==> src/rtl/irq_ctrl_if.sv <==
// ---------------------------------------------------------------------------
// irq_ctrl_if -- register bus between the processor bridge and irq_ctrl.
//
// Signals:
//   Addr [1:0]  register select (bridge PrAddr[3:2])
//   WE          write strobe, one write per cycle it is high
//   DIN  [31:0] write data from the bridge
//   DOUT [31:0] read data back to the bridge, combinational on Addr
//
// Modports:
//   master -- the bridge side (drives Addr/WE/DIN, reads DOUT)
//   slave  -- the controller side (reads Addr/WE/DIN, drives DOUT)
// ---------------------------------------------------------------------------
interface irq_ctrl_if;
  logic [1:0]  Addr;
  logic        WE;
  logic [31:0] DIN;
  logic [31:0] DOUT;

  modport master (
    output Addr,
    output WE,
    output DIN,
    input  DOUT
  );

  modport slave (
    input  Addr,
    input  WE,
    input  DIN,
    output DOUT
  );
endinterface

==> src/rtl/irq_ctrl.sv <==
// ---------------------------------------------------------------------------
// irq_ctrl -- six-line interrupt controller with per-line mask and
// edge/level selection.
//
// Ports:
//   clk     single clock, all state changes on its rising edge
//   rst     synchronous active-low reset
//   bus     irq_ctrl_if.slave register bus (Addr, WE, DIN, DOUT)
//   irq_in  [5:0] interrupt request lines from the devices
//   HWInt   [5:0] pending & mask, to the CPU
//
// Register map (word address = Addr):
//   0  PEND   [5:0]  pending bits, write-1-to-clear
//   1  MASK   [5:0]  interrupt enable per line
//   2  EDGE   [5:0]  1 = rising-edge mode, 0 = level mode
//   3  STATUS [3:0] lowest pending+enabled index, [4] any pending+enabled,
//             [31:16] lost-edge counter (zero when the counter is not built)
//
// Build option:
//   IRQ_CTRL_LOSTCNT_EN  when defined, adds a 16-bit saturating counter of
//                        edges that arrive on an edge-mode line whose
//                        pending bit is already set. Any write to STATUS
//                        clears it.
// ---------------------------------------------------------------------------
module irq_ctrl #(
  parameter logic [5:0] RST_MASK = 6'h00,
  parameter logic [5:0] RST_EDGE = 6'h3F
) (
  input  logic            clk,
  input  logic            rst,
  irq_ctrl_if.slave       bus,
  input  logic [5:0]      irq_in,
  output logic [5:0]      HWInt
);

  logic [5:0] irq_q, irq_d;
  logic [5:0] pend_q, pend_d;
  logic [5:0] mask_q, mask_d;
  logic [5:0] edge_mode_q, edge_mode_d;

  logic [5:0] rise;
  logic [5:0] set_vec;
  logic [5:0] clr_vec;
  logic [5:0] active;
  logic [3:0] first_idx;
  logic       any_active;
  logic [15:0] lost_cnt;
  logic [31:0] status;

  logic wr_pend, wr_mask, wr_edge;

  assign wr_pend = bus.WE && (bus.Addr == 2'd0);
  assign wr_mask = bus.WE && (bus.Addr == 2'd1);
  assign wr_edge = bus.WE && (bus.Addr == 2'd2);

  assign rise = irq_in & ~irq_q;

  // Per-line set condition; the mode in effect is the one held before this
  // edge, so a write to EDGE only changes behaviour from the next edge on.
  generate
    for (genvar gi = 0; gi < 6; gi++) begin : g_set
      assign set_vec[gi] = edge_mode_q[gi] ? rise[gi] : irq_in[gi];
    end
  endgenerate

  assign clr_vec = wr_pend ? bus.DIN[5:0] : 6'h00;

  always_comb begin
    irq_d       = irq_in;
    // Set is ORed in after the clear so a simultaneous set wins.
    pend_d      = (pend_q & ~clr_vec) | set_vec;
    mask_d      = wr_mask ? bus.DIN[5:0] : mask_q;
    edge_mode_d = wr_edge ? bus.DIN[5:0] : edge_mode_q;
  end

  always_ff @(posedge clk) begin
    if (!rst) begin
      irq_q       <= 6'h00;
      pend_q      <= 6'h00;
      mask_q      <= RST_MASK;
      edge_mode_q <= RST_EDGE;
    end else begin
      irq_q       <= irq_d;
      pend_q      <= pend_d;
      mask_q      <= mask_d;
      edge_mode_q <= edge_mode_d;
    end
  end

  assign active = pend_q & mask_q;
  assign HWInt  = active;

  // Lowest set bit wins: scan from the top so lower indices overwrite.
  always_comb begin
    first_idx  = 4'd0;
    any_active = |active;
    for (int i = 5; i >= 0; i--) begin
      if (active[i]) begin
        first_idx = 4'(i);
      end
    end
  end

`ifdef IRQ_CTRL_LOSTCNT_EN
  logic [15:0] lost_q, lost_d;
  logic        lost_evt;
  logic        wr_status;

  assign wr_status = bus.WE && (bus.Addr == 2'd3);
  // At most one count per cycle no matter how many lines lose an edge.
  assign lost_evt  = |(edge_mode_q & rise & pend_q);

  always_comb begin
    lost_d = lost_q;
    if (wr_status) begin
      lost_d = 16'h0000;
    end else if (lost_evt && (lost_q != 16'hFFFF)) begin
      lost_d = lost_q + 16'd1;
    end
  end

  always_ff @(posedge clk) begin
    if (!rst) begin
      lost_q <= 16'h0000;
    end else begin
      lost_q <= lost_d;
    end
  end

  assign lost_cnt = lost_q;
`else
  assign lost_cnt = 16'h0000;
`endif

  assign status = {lost_cnt, 11'd0, any_active, first_idx};

  always_comb begin
    bus.DOUT = 32'h0;
    case (bus.Addr)
      2'd0:    bus.DOUT = {26'd0, pend_q};
      2'd1:    bus.DOUT = {26'd0, mask_q};
      2'd2:    bus.DOUT = {26'd0, edge_mode_q};
      default: bus.DOUT = status;
    endcase
  end

  // Upper write-data bits have no destination.
  logic unused_din;
  assign unused_din = ^bus.DIN[31:6];

endmodule

==> src/flat_wrapper.sv <==
// flat-port wrapper written by rule: the top's interface ports become plain ports
module irq_ctrl_flat 
#(
  parameter logic [5:0] RST_MASK = 6'h00,
  parameter logic [5:0] RST_EDGE = 6'h3F
)
  (clk, rst, irq_in, HWInt, bus_Addr, bus_WE, bus_DIN, bus_DOUT);
  irq_ctrl_if bus_i ();
  input  logic clk;
  input  logic rst;
  input  logic [5:0] irq_in;
  output logic [5:0] HWInt;
  input wire logic [$bits(bus_i.Addr)-1:0] bus_Addr;
  input wire logic [$bits(bus_i.WE)-1:0] bus_WE;
  input wire logic [$bits(bus_i.DIN)-1:0] bus_DIN;
  output wire logic [$bits(bus_i.DOUT)-1:0] bus_DOUT;
  assign bus_i.Addr = bus_Addr;
  assign bus_i.WE = bus_WE;
  assign bus_i.DIN = bus_DIN;
  assign bus_DOUT = bus_i.DOUT;
  irq_ctrl #(.RST_MASK(RST_MASK), .RST_EDGE(RST_EDGE)) u_core (.clk(clk), .rst(rst), .bus(bus_i), .irq_in(irq_in), .HWInt(HWInt));
endmodule
==> config.mk <==
export PLATFORM = sky130hd
export DESIGN_NAME = irq_ctrl_flat
export DESIGN_NICKNAME = d
export VERILOG_FILES = /design/src/rtl/irq_ctrl_if.sv /design/src/rtl/irq_ctrl.sv /design/src/flat_wrapper.sv
export SDC_FILE = /design/constraint.sdc
export NUM_CORES = 1
export LEC_CHECK = 0
export CAP_MARGIN = 20
export CORE_MARGIN = 4
export CORE_UTILIZATION = 35
export CTS_BUF_LIST = sky130_fd_sc_hd__clkbuf_8
export DETAILED_ROUTE_END_ITERATION = 8
export PLACE_DENSITY = 0.78
export SYNTH_ARGS = -nofsm -noshare
export SYNTH_HDL_FRONTEND = slang
export SYNTH_SLANG_ARGS = --single-unit
==> constraint.sdc <==
create_clock -name clk -period 1.2 [get_ports clk]
set_clock_uncertainty 0.2 [all_clocks]
set_input_delay 0.18 -clock clk [delete_from_list [all_inputs] [get_ports clk]]
set_output_delay 0.18 -clock clk [all_outputs]
set_load 0.01 [all_outputs]
==> results of run 1 <==
==> layout make-up <==
| class | count | area, um^2 | area share (%) |
|---|---|---|---|
| inverter | 3 | 13.8 | 0.669 |
| clock buffer | 3 | 41.3 | 2.01 |
| tap | 48 | 60.1 | 2.92 |
| multi-input combinational | 116 | 817 | 39.7 |
| sequential | 24 | 500 | 24.3 |
| timing repair buffer | 67 | 626 | 30.4 |
==> state kept, by name, indices dropped and copies added (netlist names) <==
register / cells
u_core.mask_q: 6
u_core.edge_mode_q: 6
u_core.irq_q: 6
u_core.pend_q: 6
==> cells in the final DEF (no fill, tap or decap), drive strengths merged <==
master	count
a221oi	1
o21ai	3
a2bb2oi	1
conb	26
inv	3
and2	10
nor3b	1
dfxtp	24
a221o	2
a211oi	2
nand3b	2
clkbuf	3
nor2b	2
nand2	17
o21a	6
nand3	6
dlygate4sd2	1
a21boi	18
mux2i	11
a22o	2
nor3	1
clkdlybuf4s50	13
nor4	1
a211o	1
buf	53
nor2	3
==> repair_timing <==
item,CTS,global route
gates resized for setup,92,18
setup endpoints to repair,30,18
buffers inserted,3,3
cloned,0,0
pin swaps,7,15
==> cells by family after synthesis <==
group | count (synthesis) | share of synthesized area [%]
AO/OA/AOI/OAI | 36 | 19.8
buffers and inverters | 35 | 17.7
flip-flops | 24 | 34.8
multiplexers | 11 | 7.96
other | 1 | 0.271
AND/OR/NAND/NOR | 43 | 19.5
==> metrics by stage <==
step	TNS (ns)	instances
floorplan	-0.344	175
global placement	-19.80	257
detailed placement	-20.56	257
CTS	-3.80	261
global route	-4.19	261
finish	-3.64	261
==> power by group through the flow <==
| stage | Combinational, mW | Sequential (mW) | Clock, mW |
|---|---|---|---|
| after floorplan | 0.278 | 0.876 | 0 |
| after CTS | 0.418 | 0.869 | 0.475 |
| after detailed placement | 0.422 | 0.880 | 0 |
| after global routing | 0.465 | 0.873 | 0.504 |
| final | 0.431 | 0.869 | 0.463 |
| after global placement | 0.417 | 0.878 | 0 |
==> tightest hold or removal path, delay by kind of cell <==
kind                   cells  cell delay (ns)
AO/OA/AOI/OAI              1             0.05
buffers and inverters      3             0.37
AND/OR/NAND/NOR            2             0.11
==> routing by layer <==
metal	GRT usage [%]	up-vias
li1	-	590
met1	17.3	537
met2	19.8	43
met3	2.98	5
met4	3.76	0
met5	0	-
==> worst max-delay path by stage <==
stage	cells after the start	to	slack, ns
2_1_floorplan	2	bus_DOUT[1]	-0.09
3_3_place_gp	6	bus_DOUT[1]	-1.07
3_5_place_dp	6	bus_DOUT[1]	-1.09
4_1_cts	5	bus_DOUT[2]	-0.60
5_1_grt	5	bus_DOUT[2]	-0.61
6_report	5	bus_DOUT[2]	-0.55
==> results.py, run 1 <==
metrics = {
    "placed_design": {
        "dpl_cell_area_mm2": 0.00191,
        "port_buffers": 28,
        "pre_cts_ws_ns": -1.09,
        "gp_congestion": 0.850,
        "dpl.hpwl_um": 2550,
    },
    "routing": {
        "ant_nets": 0,
        "vias": 1175,
        "drtIter0Drc": 38,
        "drc": 0,
        "top_layer": "met4",
        "drt-met1-wl_um": 1480,
        "met3_length_um": 219,
        "wirelength_um": 3300,
        "dr_wl_met2_um": 1560,
        "vias_per_cell": 4.50,
        "drt-pass1-iter-count": 4,
        "drt-wirelength-per-cell_um": 12.6,
    },
    "yosys": {
        "yosys.area.top_type": "dfxtp_1",
        "ys_ff_latch": 24,
        "synth.area.top_cells": "dfxtp_1 (35%), buf_4 (15%), mux2i_1 (8.0%)",
        "synthArstFlopShare_pct": 0,
        "syn_inst": 150,
        "synth_ff_type": "dfxtp_1",
        "synth_edf_count": 0,
        "ys_top_cells_by_count": "buf_4 (28), dfxtp_1 (24), nand2_1 (16)",
        "netlist-cell-type-count": 29,
        "yosysMostFrequentCell": "buf_4",
        "yosysSeqAreaShare_pct": 34.8,
        "synth_area_mm2": 0.00138,
        "yosys_warnings": 0,
        "yosysTopAreaCellShare_pct": 34.8,
        "syn_area_per_cell_um2": 9.22,
    },
    "worst_setup_path": {
        "cp.required_ns": 0.82,
        "r2r_start": "u_core.pend_q[1]",
        "path_max_fanout": 3,
        "critPathSlowestCell": "dfxtp_2",
        "critPathKind": "flop to output pin",
        "crit_path_end_kind": "output pin",
        "reg2reg_depth": 3,
        "critPathMaxStageDelay_ns": 0.33,
        "reg2reg_slack_ns": 0.11,
        "cp_top_family": "compound AO/OA/AOI/OAI gates",
        "rr_endpoint": "u_core.pend_q[1]",
        "path_cells": "a22o_4 > buf_6 > nor4_4 > a221o_1 > buf_2",
        "worstSetupStartpointType": "flop",
        "cp-startpoint": "u_core.mask_q[3]",
        "cp_num_buf_inv": 2,
        "arrival_ns": 1.37,
    },
    "timing": {
        "min_period_ns": 1.75,
        "rsz0062_at_grt": "yes",
        "worst_slack_ns": -0.550,
        "finalCritPeriodShare_pct": 146,
        "whs_ns": 0.290,
        "slew_violations": 0,
        "fmax_mhz": 571,
        "finalSetupViolCount": 12,
        "hold_viol": 0,
    },
    "die": {
        "rows": 22,
        "coreArea_mm2": 0.00374,
        "die_y_um": 70.9,
        "dieArea_mm2": 0.00502,
        "num_io_pins": 81,
        "start_util_pct": 36.9,
        "die-width_um": 70.9,
    },
    "layout": {
        "syn_to_final_growth_pct": 48.9,
        "final_util_pct": 55.0,
        "diodes": 0,
        "drive_above_1_share_pct": 42.3,
        "final_cell_area_mm2": 0.00206,
        "final_nets": 258,
        "n_fill_cell": 326,
    },
    "cts": {
        "path_clk_slew_ns": 0.08,
        "cts.sink_count": 24,
        "numCtsBuffers": 3,
        "cts_tree": "done",
        "h-tree-depth": 1,
        "ctsHoldBuffers": 0,
        "cts_buffer_depth": 2,
        "clk_latency_ns": 0.26,
        "cts-root-buf": "clkbuf_8",
    },
    "power": {
        "netSwitchingPower_mw": 0.463,
        "clkPwrFrac_pct": 26.3,
        "power_density_mw_per_mm2": 856,
        "irDropWorstVdd_mv": 0.502,
        "pwr-share-seq_pct": 49.3,
        "netSwitchingFraction_pct": 26.3,
        "power_mw": 1.76,
        "internal-power_mw": 1.30,
        "p_leak_nw": 0.986,
        "pwr-share-comb_pct": 24.4,
    },
    "global_route": {
        "grt_pass1_wl_um": 5040,
        "grt_pass1_vias": 1105,
        "grt_max_degree": 25,
        "overflow": 0,
        "antenna_found_initial": 0,
        "track_usage_pct": 12.7,
    },
    "min_path": {
        "hold_class": "primary input to flop",
        "worstHoldStart": "bus_Addr[1]",
        "min_path_cells": 6,
        "min_to": "u_core.mask_q[5]",
    },
    "flow_run": {
        "max_cap_violations": 0,
    },
    "outcome": {
        "violations": "negative setup slack",
        "status": "finished, violations left",
    },
}
Note: power is estimated with default switching activity, not from simulation.
==> inputs of run 2 (changes only) <==
--- a/config.mk
+++ b/config.mk
@@ -11,5 +11,5 @@
 export CTS_BUF_LIST = sky130_fd_sc_hd__clkbuf_8
 export DETAILED_ROUTE_END_ITERATION = 8
-export PLACE_DENSITY = 0.78
+export PLACE_DENSITY = 0.79
 export SYNTH_ARGS = -nofsm -noshare
 export SYNTH_HDL_FRONTEND = slang
==> constraint.sdc (replaced) <==
create_clock -name clk -period 1.2 [get_ports clk]
set_clock_uncertainty 0.2 [all_clocks]
set_input_delay 0.24 -clock clk [delete_from_list [all_inputs] [get_ports clk]]
set_output_delay 0.24 -clock clk [all_outputs]
set_load 0.01 [all_outputs]
==> run 2 against run 1 <==
Against the previous run:
- the run still ends with negative setup slack left
- clock power increased by 0.9%
- sequential power about the same
- die area is the same
- cell count is 1.1% higher
- maximum frequency down 0.64%
- non-clock buffer count grew 3
- combinational power rose by 12%
- utilization increased by 3.0 points
- total power is 3.1% higher
==> results.py, run 2 (synthesized netlist as in run 1, its figures left out) <==
metrics = {
    "routing": {
        "vias_per_cell": 4.52,
        "drtIter0Drc": 40,
        "vias": 1193,
        "drc": 0,
        "drt-wirelength-per-cell_um": 13.1,
        "wirelength_um": 3470,
        "ant_nets": 0,
        "drt-pass1-iter-count": 4,
    },
    "worst_setup_path": {
        "critPathKind": "flop to output pin",
        "path_max_fanout": 3,
        "crit_path_end_kind": "output pin",
        "cp.required_ns": 0.76,
        "cp_num_buf_inv": 1,
        "cp_top_family": "compound AO/OA/AOI/OAI gates",
        "arrival_ns": 1.32,
        "critPathMaxStageDelay_ns": 0.34,
        "critPathSlowestCell": "dfxtp_2",
        "path_cells": "a22o_4 > a221o_1 > buf_2",
        "worstSetupStartpointType": "flop",
    },
    "placed_design": {
        "dpl.hpwl_um": 2460,
        "dp.cells": 254,
        "gp_congestion": 0.891,
        "port_buffers": 28,
    },
    "cts": {
        "cts.sink_count": 24,
        "cts_tree": "done",
        "clk_latency_ns": 0.26,
        "cts-root-buf": "clkbuf_8",
        "path_clk_slew_ns": 0.08,
        "h-tree-depth": 1,
        "ctsHoldBuffers": 0,
        "cts_buffer_depth": 2,
        "numCtsBuffers": 3,
    },
    "min_path": {
        "hold_class": "primary input to flop",
    },
    "timing": {
        "rsz0062_at_grt": "yes",
        "finalSetupViolCount": 18,
        "fmax_mhz": 568,
        "hold_viol": 0,
        "slew_violations": 0,
        "worst_slack_ns": -0.561,
        "finalCritPeriodShare_pct": 147,
        "min_period_ns": 1.76,
    },
    "die": {
        "coreArea_mm2": 0.00374,
        "rows": 22,
        "die_y_um": 70.9,
        "start_util_pct": 36.9,
        "die-width_um": 70.9,
        "num_io_pins": 81,
        "dieArea_mm2": 0.00502,
    },
    "power": {
        "power_density_mw_per_mm2": 837,
        "irDropWorstVdd_mv": 0.510,
        "internal-power_mw": 1.33,
        "clkPwrFrac_pct": 25.7,
        "pwr-share-comb_pct": 26.5,
        "netSwitchingPower_mw": 0.485,
        "p_leak_nw": 1.01,
        "netSwitchingFraction_pct": 26.7,
        "pwr-share-seq_pct": 47.8,
        "power_mw": 1.82,
    },
    "global_route": {
        "grt_pass1_wl_um": 5190,
        "grt_max_degree": 25,
        "antenna_found_initial": 0,
        "overflow": 0,
        "track_usage_pct": 12.6,
        "grt_pass1_vias": 1188,
    },
    "layout": {
        "final_nets": 261,
        "diodes": 0,
        "mostFrequentLayoutCell": "buf_6",
        "final_cells": 264,
        "layout_common_cells": "buf_6 (27), conb_1 (26), buf_4 (18), nand2_1 (13), clkdlybuf4s50_1 (13)",
        "syn_to_final_growth_pct": 57.0,
        "n_fill_cell": 348,
        "multiInputGateArea_um2": 875,
        "register_area_um2": 498,
        "drive_above_1_share_pct": 48.1,
    },
    "flow_run": {
        "max_cap_violations": 0,
    },
    "outcome": {
        "violations": "negative setup slack",
        "status": "finished, violations left",
    },
}
-- run 2: cell types whose count changed in the layout (fill, tap and decap cells not counted), moves of 2 or more --
cell / previous run / this run
a21boi_1: 11 / 6
a21boi_2: 1 / 6
buf_6: 23 / 27
buf_4: 21 / 18
mux2i_1: 11 / 9
o21ai_1: 2 / 0
o21ai_2: 1 / 3
-- run 2: power by group through the flow --
stage	registers, mW	clock network [mW]	logic (mW)
after floorplan	0.876	0	0.284
after global placement	0.877	0	0.415
after detailed placement	0.879	0	0.420
after CTS	0.867	0.468	0.442
after global routing	0.873	0.500	0.514
final	0.869	0.467	0.481
-- run 2: area by class of cell --
type	count	share of cell area (%)
multi-input cells	116	40.3
repair buffers	70	31.5
flip-flops and latches	24	22.9
well taps	48	2.77
clock buffers	3	1.90
inverters	3	0.634
-- run 2: worst register-to-register path: cells and delay by family, from the launching register on --
family	cells	cell delay [ns]
DFF	1	0.34
buffers and inverters	3	0.32
AOI/OAI and AO/OA	2	0.32
-- run 2: per-stage QoR --
| step | hold WS [ns] | setup TNS, ns | utilization [%] | instance area (um^2) | worst slack (ns) |
|---|---|---|---|---|---|
| 2_1_floorplan | 0.162 | -0.584 | - | 1520 | -0.152 |
| 3_3_place_gp | 0.354 | -22.86 | 50.5 | 1890 | -1.21 |
| 3_5_place_dp | 0.359 | -24.22 | 50.5 | 1890 | -1.26 |
| 4_1_cts | 0.209 | -5.11 | 55.9 | 2090 | -0.559 |
| 5_1_grt | 0.245 | -5.59 | 58.0 | 2170 | -0.601 |
| 6_report | 0.217 | -5.01 | 58.0 | 2170 | -0.561 |
-- run 2: path summary, 6_finish.rpt --
| kind | end | start | cells past startpoint | slack (ns) |
|---|---|---|---|---|
| worst min-delay path | u_core.mask_q[2] | bus_Addr[1] | 5 | 0.22 |
| worst max register to register | u_core.pend_q[5] | u_core.pend_q[5] | 5 | -0.10 |
| worst max-delay path | bus_DOUT[1] | u_core.mask_q[3] | 3 | -0.56 |
| worst min register to register | u_core.edge_mode_q[0] | u_core.edge_mode_q[0] | 3 | 0.38 |
-- run 2: routing by layer --
metal / wire (um) / up-vias / global-route usage [%]
met2: 1640 / 33 / 20.9
met5: 0 / - / 0
met4: 19 / 0 / 3.13
li1: - / 598 / -
met1: 1630 / 560 / 17.0
met3: 175 / 2 / 2.13
-- run 2: what timing repair did --
item                       in CTS  in global routing
buffers inserted                9                  5
resized for setup             111                 17
setup endpoints to repair      30                 19
pin swaps                      10                  9
